`src/rtl/rr_chan_mux_if.sv`:
```
// Bus bundle for rr_chan_mux: N producer lanes (valid/data/ready per lane)
// and one consumer lane (valid/data/chan/ready).
interface rr_chan_mux_if #(
  parameter int N_CH   = 4,
  parameter int DATA_W = 32,
  parameter int CH_W   = ($clog2(N_CH) > 0 ? $clog2(N_CH) : 1)
);
  logic              in_valid [N_CH];
  logic [DATA_W-1:0] in_data  [N_CH];
  logic              in_ready [N_CH];
  logic              out_valid;
  logic [DATA_W-1:0] out_data;
  logic [CH_W-1:0]   out_chan;
  logic              out_ready;

  // The mux itself: consumes producer lanes, drives the consumer lane.
  modport slave (
    input  in_valid, in_data, out_ready,
    output in_ready, out_valid, out_data, out_chan
  );

  // The environment: producers and consumer.
  modport master (
    output in_valid, in_data, out_ready,
    input  in_ready, out_valid, out_data, out_chan
  );
endinterface

```
`src/rtl/rr_chan_mux.sv`:
```
// N-channel valid/ready multiplexer with round-robin (MODE=0) or
// fixed-priority (MODE=1) arbitration feeding a 2-entry output buffer.
// in_ready depends only on registered occupancy, so there is no
// combinational path from out_ready back to the producers.
module rr_chan_mux #(
  parameter int N_CH   = 4,
  parameter int DATA_W = 32,
  parameter int MODE   = 0,
  parameter int CH_W   = ($clog2(N_CH) > 0 ? $clog2(N_CH) : 1)
) (
  input  logic          clk,
  input  logic          rst_n,
  rr_chan_mux_if.slave  bus
);

  logic [1:0]        r_count;
  logic [CH_W-1:0]   r_rr_ptr;
  logic [DATA_W-1:0] r_data [2];
  logic [CH_W-1:0]   r_chan [2];

  logic              w_can_push;
  logic              w_found;
  logic              w_push;
  logic              w_pop;
  logic              w_tail;
  logic [CH_W-1:0]   w_winner;
  logic [CH_W-1:0]   w_next_ptr;
  logic [DATA_W-1:0] w_win_data;
  int                w_start;

  // Gated by rst_n so that no lane is offered a grant while held in reset.
  assign w_can_push = rst_n && (r_count < 2'd2);
  assign w_pop      = (r_count != 2'd0) && bus.out_ready;
  assign w_push     = w_can_push && w_found;
  // Tail slot index after this edge's pop: only slot 1 when one entry stays.
  assign w_tail     = (r_count == 2'd1) && !w_pop;
  assign w_start    = (MODE == 0) ? int'(r_rr_ptr) : 0;
  assign w_next_ptr = (w_winner == CH_W'(N_CH - 1)) ? '0 : w_winner + CH_W'(1);

  // Winner scan: lowest valid lane at or above the start point, otherwise
  // the lowest valid lane overall (the wrapped part of the rotation).
  always_comb begin
    w_found    = 1'b0;
    w_winner   = '0;
    w_win_data = '0;
    for (int i = 0; i < N_CH; i++) begin
      if (!w_found && bus.in_valid[i] && (i >= w_start)) begin
        w_found    = 1'b1;
        w_winner   = CH_W'(i);
        w_win_data = bus.in_data[i];
      end
    end
    for (int i = 0; i < N_CH; i++) begin
      if (!w_found && bus.in_valid[i]) begin
        w_found    = 1'b1;
        w_winner   = CH_W'(i);
        w_win_data = bus.in_data[i];
      end
    end
  end

  // One-hot (or zero) accept towards the producers.
  always_comb begin
    for (int i = 0; i < N_CH; i++) begin
      bus.in_ready[i] = w_can_push && w_found && bus.in_valid[i] &&
                        (w_winner == CH_W'(i));
    end
  end

  // Buffer occupancy: simultaneous push and pop leaves it unchanged.
  always_ff @(posedge clk or negedge rst_n) begin
    if (!rst_n) begin
      r_count <= 2'd0;
    end else begin
      case ({w_push, w_pop})
        2'b10:   r_count <= r_count + 2'd1;
        2'b01:   r_count <= r_count - 2'd1;
        default: r_count <= r_count;
      endcase
    end
  end

  // Round-robin pointer moves just past the lane that was granted.
  always_ff @(posedge clk or negedge rst_n) begin
    if (!rst_n) begin
      r_rr_ptr <= '0;
    end else if ((MODE == 0) && w_push) begin
      r_rr_ptr <= w_next_ptr;
    end
  end

  // Two-slot buffer with the head always in slot 0; a pop shifts slot 1 down.
  always_ff @(posedge clk or negedge rst_n) begin
    if (!rst_n) begin
      for (int s = 0; s < 2; s++) begin
        r_data[s] <= '0;
        r_chan[s] <= '0;
      end
    end else begin
      if (w_push && !w_tail) begin
        r_data[0] <= w_win_data;
        r_chan[0] <= w_winner;
      end else if (w_pop) begin
        r_data[0] <= r_data[1];
        r_chan[0] <= r_chan[1];
      end
      if (w_push && w_tail) begin
        r_data[1] <= w_win_data;
        r_chan[1] <= w_winner;
      end
    end
  end

  assign bus.out_valid = (r_count != 2'd0);
  assign bus.out_data  = r_data[0];
  assign bus.out_chan  = r_chan[0];

endmodule

```
`src/flat_wrapper.sv`:
```
// flat-port wrapper written by rule: the top's interface ports become plain ports
module rr_chan_mux_flat 
#(
  parameter int N_CH   = 4,
  parameter int DATA_W = 32,
  parameter int MODE   = 0,
  parameter int CH_W   = ($clog2(N_CH) > 0 ? $clog2(N_CH) : 1)
)
  (clk, rst_n, bus_in_valid, bus_in_data, bus_out_ready, bus_in_ready, bus_out_valid, bus_out_data, bus_out_chan);
  rr_chan_mux_if #(.N_CH(N_CH), .DATA_W(DATA_W), .CH_W(CH_W)) bus_i ();
  input  logic clk;
  input  logic rst_n;
  input wire logic [$bits(bus_i.in_valid)-1:0] bus_in_valid;
  input wire logic [$bits(bus_i.in_data)-1:0] bus_in_data;
  input wire logic [$bits(bus_i.out_ready)-1:0] bus_out_ready;
  output wire logic [$bits(bus_i.in_ready)-1:0] bus_in_ready;
  output wire logic [$bits(bus_i.out_valid)-1:0] bus_out_valid;
  output wire logic [$bits(bus_i.out_data)-1:0] bus_out_data;
  output wire logic [$bits(bus_i.out_chan)-1:0] bus_out_chan;
  assign bus_i.in_valid = {>>{bus_in_valid}};
  assign bus_i.in_data = {>>{bus_in_data}};
  assign bus_i.out_ready = bus_out_ready;
  assign bus_in_ready = {>>{bus_i.in_ready}};
  assign bus_out_valid = bus_i.out_valid;
  assign bus_out_data = bus_i.out_data;
  assign bus_out_chan = bus_i.out_chan;
  rr_chan_mux #(.N_CH(N_CH), .DATA_W(DATA_W), .MODE(MODE), .CH_W(CH_W)) u_core (.clk(clk), .rst_n(rst_n), .bus(bus_i));
endmodule
```
`config.mk`:
```
export PLATFORM = sky130hd
export DESIGN_NAME = rr_chan_mux_flat
export DESIGN_NICKNAME = d
export VERILOG_FILES = /design/src/rtl/rr_chan_mux_if.sv /design/src/rtl/rr_chan_mux.sv /design/src/flat_wrapper.sv
export SDC_FILE = /design/constraint.sdc
export NUM_CORES = 1
export LEC_CHECK = 0
export CAP_MARGIN = 40
export CORE_MARGIN = 3
export CORE_UTILIZATION = 47
export CTS_BUF_LIST = sky130_fd_sc_hd__clkbuf_4 sky130_fd_sc_hd__clkbuf_8 sky130_fd_sc_hd__clkbuf_16
export DETAILED_ROUTE_END_ITERATION = 8
export HOLD_SLACK_MARGIN = 0.1
export PLACE_DENSITY = 0.79
export RECOVER_POWER = 25
export SLEW_MARGIN = 15
export SYNTH_ARGS = -nofsm -noshare
export SYNTH_HDL_FRONTEND = slang
export SYNTH_SLANG_ARGS = --single-unit
```
`constraint.sdc`:
```
create_clock -name clk -period 2.45 [get_ports clk]
set_input_delay 0.3675 -clock clk [delete_from_list [all_inputs] [get_ports clk]]
set_output_delay 0.3675 -clock clk [all_outputs]
set_load 0.005 [all_outputs]
```
==> results.md <==
- The half-perimeter wire length of the detailed placement result is 15.5 mm.
- Synthesis produced a netlist with a net count of 777.
- The measured slew at the worst slew-check pin is 0.824 ns.
- Counting flops and latches in the post-synthesis netlist gives between 70 and 80.
- In this run, the number of DRC markers left after iteration 0 of detailed routing was between 900 and 1000.
- 174 I/O pins were placed.
- The number of max-slew violations in the final report was 0.
- The die is 113 µm wide.
- For the finished layout, the period the worst path requires is ~2.5 ns.
- The part of the cycle the worst path needs is 1.02.
- The number of iterations in the first detailed-routing pass is 7.
- Setup repair after global routing could not meet its margin everywhere.
- The design draws 8.06 mW.
- The netlist uses between 40 and 50 different library cells.
- The origin of the worst setup path is u_core.r_rr_ptr[1].
- Yosys mapped a number of flops with a built-in enable equal to 0.
- Leaving out fill and tap cells, the most frequent cell in the layout is clkdlybuf4s50_1.
- For this run, the register share of the synthesized area comes to 0.334.
- The starting density of the core is 0.488.
- The worst endpoint required time is 2.08 ns.
- For this block, the routed nets add up to 22.3 mm of wire.
- The H-tree was split into 3 levels.
- The tightest min-delay check is of the in2async type.
- The clock reaches the later pin of the worst-skew pair after 0.34 ns.
- The number of nets still failing antenna checks after routing is 0.
- The count of endpoints failing setup in the final report is 5.
- The final reports fail on setup timing.
- The commonest register cell after synthesis is dfrtp_1.
- The maximum fanout along the worst path is 3.
- Yosys printed 0 warnings.
- In this run the vertical extent of the chip is 113 µm.
- Data arrives at the worst endpoint at 2.14 ns.
- The floorplan step defined a die boundary enclosing 12800 µm².
- The signal on the critical path passes through nor2b_4 > o21bai_4 > a222oi_1 > buf_4 > buf_6 > ha_4 > and3_4 > buf_6.
- The detailed-route via count is between 6000 and 7000.
- Buffers placed on the I/O ports in this run total 173.
- The worst slew slack as a fraction of its limit is 0.450.
- STA classifies the critical path endpoint as a primary output.
- Measured on the finished design, the core utilization comes to 0.721.
- The setup slack of the critical path after layout is -0.0589 ns.
- The cell at the root of the clock tree is clkbuf_16.
- After detailed routing, the number of remaining DRC violations is 0.
- The worst slack at placement is -0.461 ns.
- The peak per-stage delay on the critical path is 0.41 ns.
- The startpoint type of the worst setup path is a flip-flop.
- Summed over all layers, the global routing overflow is 0.
- The critical path is of the reg2out type.
- TritonCTS built the clock tree.
- The via count of the first global-routing pass is 6724.
- The cell with the largest stage delay on the worst path is dfrtp_1.
- The number of vias per cell is 6.87.
- The flow ran to the end, but the final reports show violations.
- The critical path contains buffers and inverters numbering 3 combined.
- The first global-routing pass estimated 34.5 mm of wire.
- Across the whole layout, storage elements account for between 1500 and 2000 µm².
- The share of synthesized registers carrying an async set or reset is 1.00.
- Leaving out fill and tap cells, the most frequent cells in the layout are 167 x clkdlybuf4s50_1, 72 x dfrtp_1, 57 x buf_4, 44 x a31oi_1, 41 x o21ai_0.
- The peak clock frequency supported by timing is 399 MHz.
- No sink is reached through more buffers than the 2 on the longest clock path.
- The worst voltage drop across the vdd grid is 0.000724 V.
- The number of endpoints with negative hold slack in the final report is 0.
- The reported max-cap violation count is 0.
- The standard-cell row count is 38.
- The largest net degree at the start of global routing is 59.
- For this design the ratio of total power to cell area is about 1000 nW/µm².
- The average footprint of a synthesized cell is 8.48 µm².
- After detailed routing, the average wire length per cell comes to about 23 µm.
- At the end of routability-driven placement, the weighted congestion stood at ~0.95.
- The initial antenna violation count came to 1.
- The dominant delay contributor by cell family on the critical path is compound AO/OA/AOI/OAI gates.
- The cell that appears most often on the critical path is buf_6.
- The region available for standard cell placement spans 11000 µm².
- After clock tree synthesis, the clock-pin slew on the worst setup and hold paths is 0.06 ns.
- On the final layout, the worst clock skew is around 0.0070 ns.
- In the final layout, the multi-input gates occupy 3080 µm².
- Clock tree synthesis found a total of 72 sinks.
- After synthesis the cells add up to 5390 µm².
- In the final layout, the share of cells above drive strength 1 is 0.146.
- The launch point of the worst reg-to-reg path is u_core.r_rr_ptr[1].
- The filler cells instantiated in the layout total 830.
- The leakage power figure is 3.17 nW.
- The synthesis-to-layout area growth is 47.5%.
- The cell count after synthesis is 635.
- The number of buffers created by CTS is 9.
- The total global routing track utilization is 0.337.
- The number of nets in the final layout is 944.
path summary, 6_finish.rpt:
check                                           to  slack (ns)  depth (start not counted)
max                                bus_in_ready[0]       -0.06                          8
min                        u_core.bus.out_data[20]        0.45                          2
max reg2reg                u_core.bus.out_data[11]        0.10                          8
min reg2reg                      u_core.r_data[10]        0.49                          2
max in group asynchronous  u_core.bus.out_data[24]        0.14                          4
min in group clk                 u_core.r_data[10]        0.49                          2
metal layers:
layer / vias to the layer above / global-route usage / wire [µm]
met5: - / 0 / 0
met4: 0 / 0.199 / 1110
met3: 117 / 0.0642 / 2440
met2: 523 / 0.548 / 10500
met1: 3089 / 0.417 / 8180
li1: 2783 / - / -
synthesized netlist by cell type (3+ instances only):
| cell | instances | area share |
|---|---|---|
| a21oi_1 | 37 | 0.034 |
| o31ai_1 | 37 | 0.052 |
| nor2_1 | 20 | 0.014 |
| and3_1 | 16 | 0.019 |
| a22oi_1 | 21 | 0.029 |
| or3_1 | 27 | 0.031 |
| inv_1 | 11 | 0.0077 |
| and3b_1 | 12 | 0.020 |
| clkbuf_1 | 33 | 0.023 |
| nor2b_1 | 20 | 0.023 |
| nand3_1 | 20 | 0.019 |
| a211oi_1 | 12 | 0.017 |
| buf_4 | 35 | 0.049 |
| and2_1 | 3 | 0.0035 |
| a32o_1 | 17 | 0.032 |
| nand2b_1 | 4 | 0.0046 |
| a31oi_1 | 44 | 0.051 |
| buf_2 | 22 | 0.020 |
| ha_1 | 7 | 0.016 |
| a22o_1 | 6 | 0.0098 |
| nor3_1 | 5 | 0.0046 |
| o21ai_0 | 41 | 0.038 |
| a222oi_1 | 26 | 0.048 |
| nor3b_1 | 15 | 0.021 |
| buf_1 | 4 | 0.0028 |
| dfrtp_1 | 72 | 0.33 |
| nand2_1 | 39 | 0.027 |
final cells by class:
cell class	instances	area share
Inverter	11	0.00551
Sequential cell	72	0.227
Antenna cell	1	0.000315
Clock buffer	14	0.0354
Tap cell	140	0.0220
Clock inverter	2	0.00756
Multi-Input combinational cell	456	0.388
Timing Repair Buffer	252	0.315
worst reg2reg max path, cell delays in order (launching register included):
cell and delay [ns]:
dfrtp_1 0.41, buf_6 0.19, buf_6 0.21, o21bai_1 0.23
and2_1 0.27, buf_12 0.19, a32o_1 0.26, a211oi_1 0.32
o31ai_1 0.14
registers in the layout, indices dropped and copies added, names as in the netlist:
signal and flops:
u_core.r_rr_ptr 2, u_core.bus.out_chan 2, u_core.r_chan 2, u_core.bus.out_data 32
u_core.r_count 2, u_core.r_data 32
power by group:
group | internal [mW] | switching, mW | total, mW
combinational | 2.16 | 2.32 | 4.48
sequential | 1.73 | 0.349 | 2.08
clock | 0.998 | 0.498 | 1.50
total | 4.89 | 3.16 | 8.06
metrics by stage:
stage	hold slack [ns]	area (µm²)	cells	setup TNS, ns
after floorplan	0.0719	5390	635	0
after global placement	0.178	7460	922	-17.10
after detailed placement	0.177	7500	925	-11.17
after CTS	0.375	7910	944	-0.0475
after global routing	0.470	7950	948	-8.82
final	0.448	7950	948	-0.140
kinds of logic (layout without fill, tap and decap cells):
| logic type | after synthesis | after routing | synth area share |
|---|---|---|---|
| compound gates | 258 | 258 | 0.340 |
| simple gates | 187 | 187 | 0.195 |
| buf+inv | 107 | 279 | 0.107 |
| flops | 72 | 72 | 0.334 |
| fa+ha+maj | 7 | 7 | 0.0163 |
| xor+xnor | 3 | 3 | 0.00488 |
| mux | 1 | 1 | 0.00209 |
| other cells | 0 | 1 | 0 |
repair_timing:
| action | CTS | global route |
|---|---|---|
| pin swaps | 4 | 3 |
| hold endpoints to repair | 14 | 0 |
| gates resized for setup | 28 | 14 |
| hold buffers | 1 | 0 |
| endpoints found under the setup margin | 26 | 48 |
| setup buffers | 2 | 3 |
| cloned | 0 | 0 |
Power figures use the tool's default switching activity.
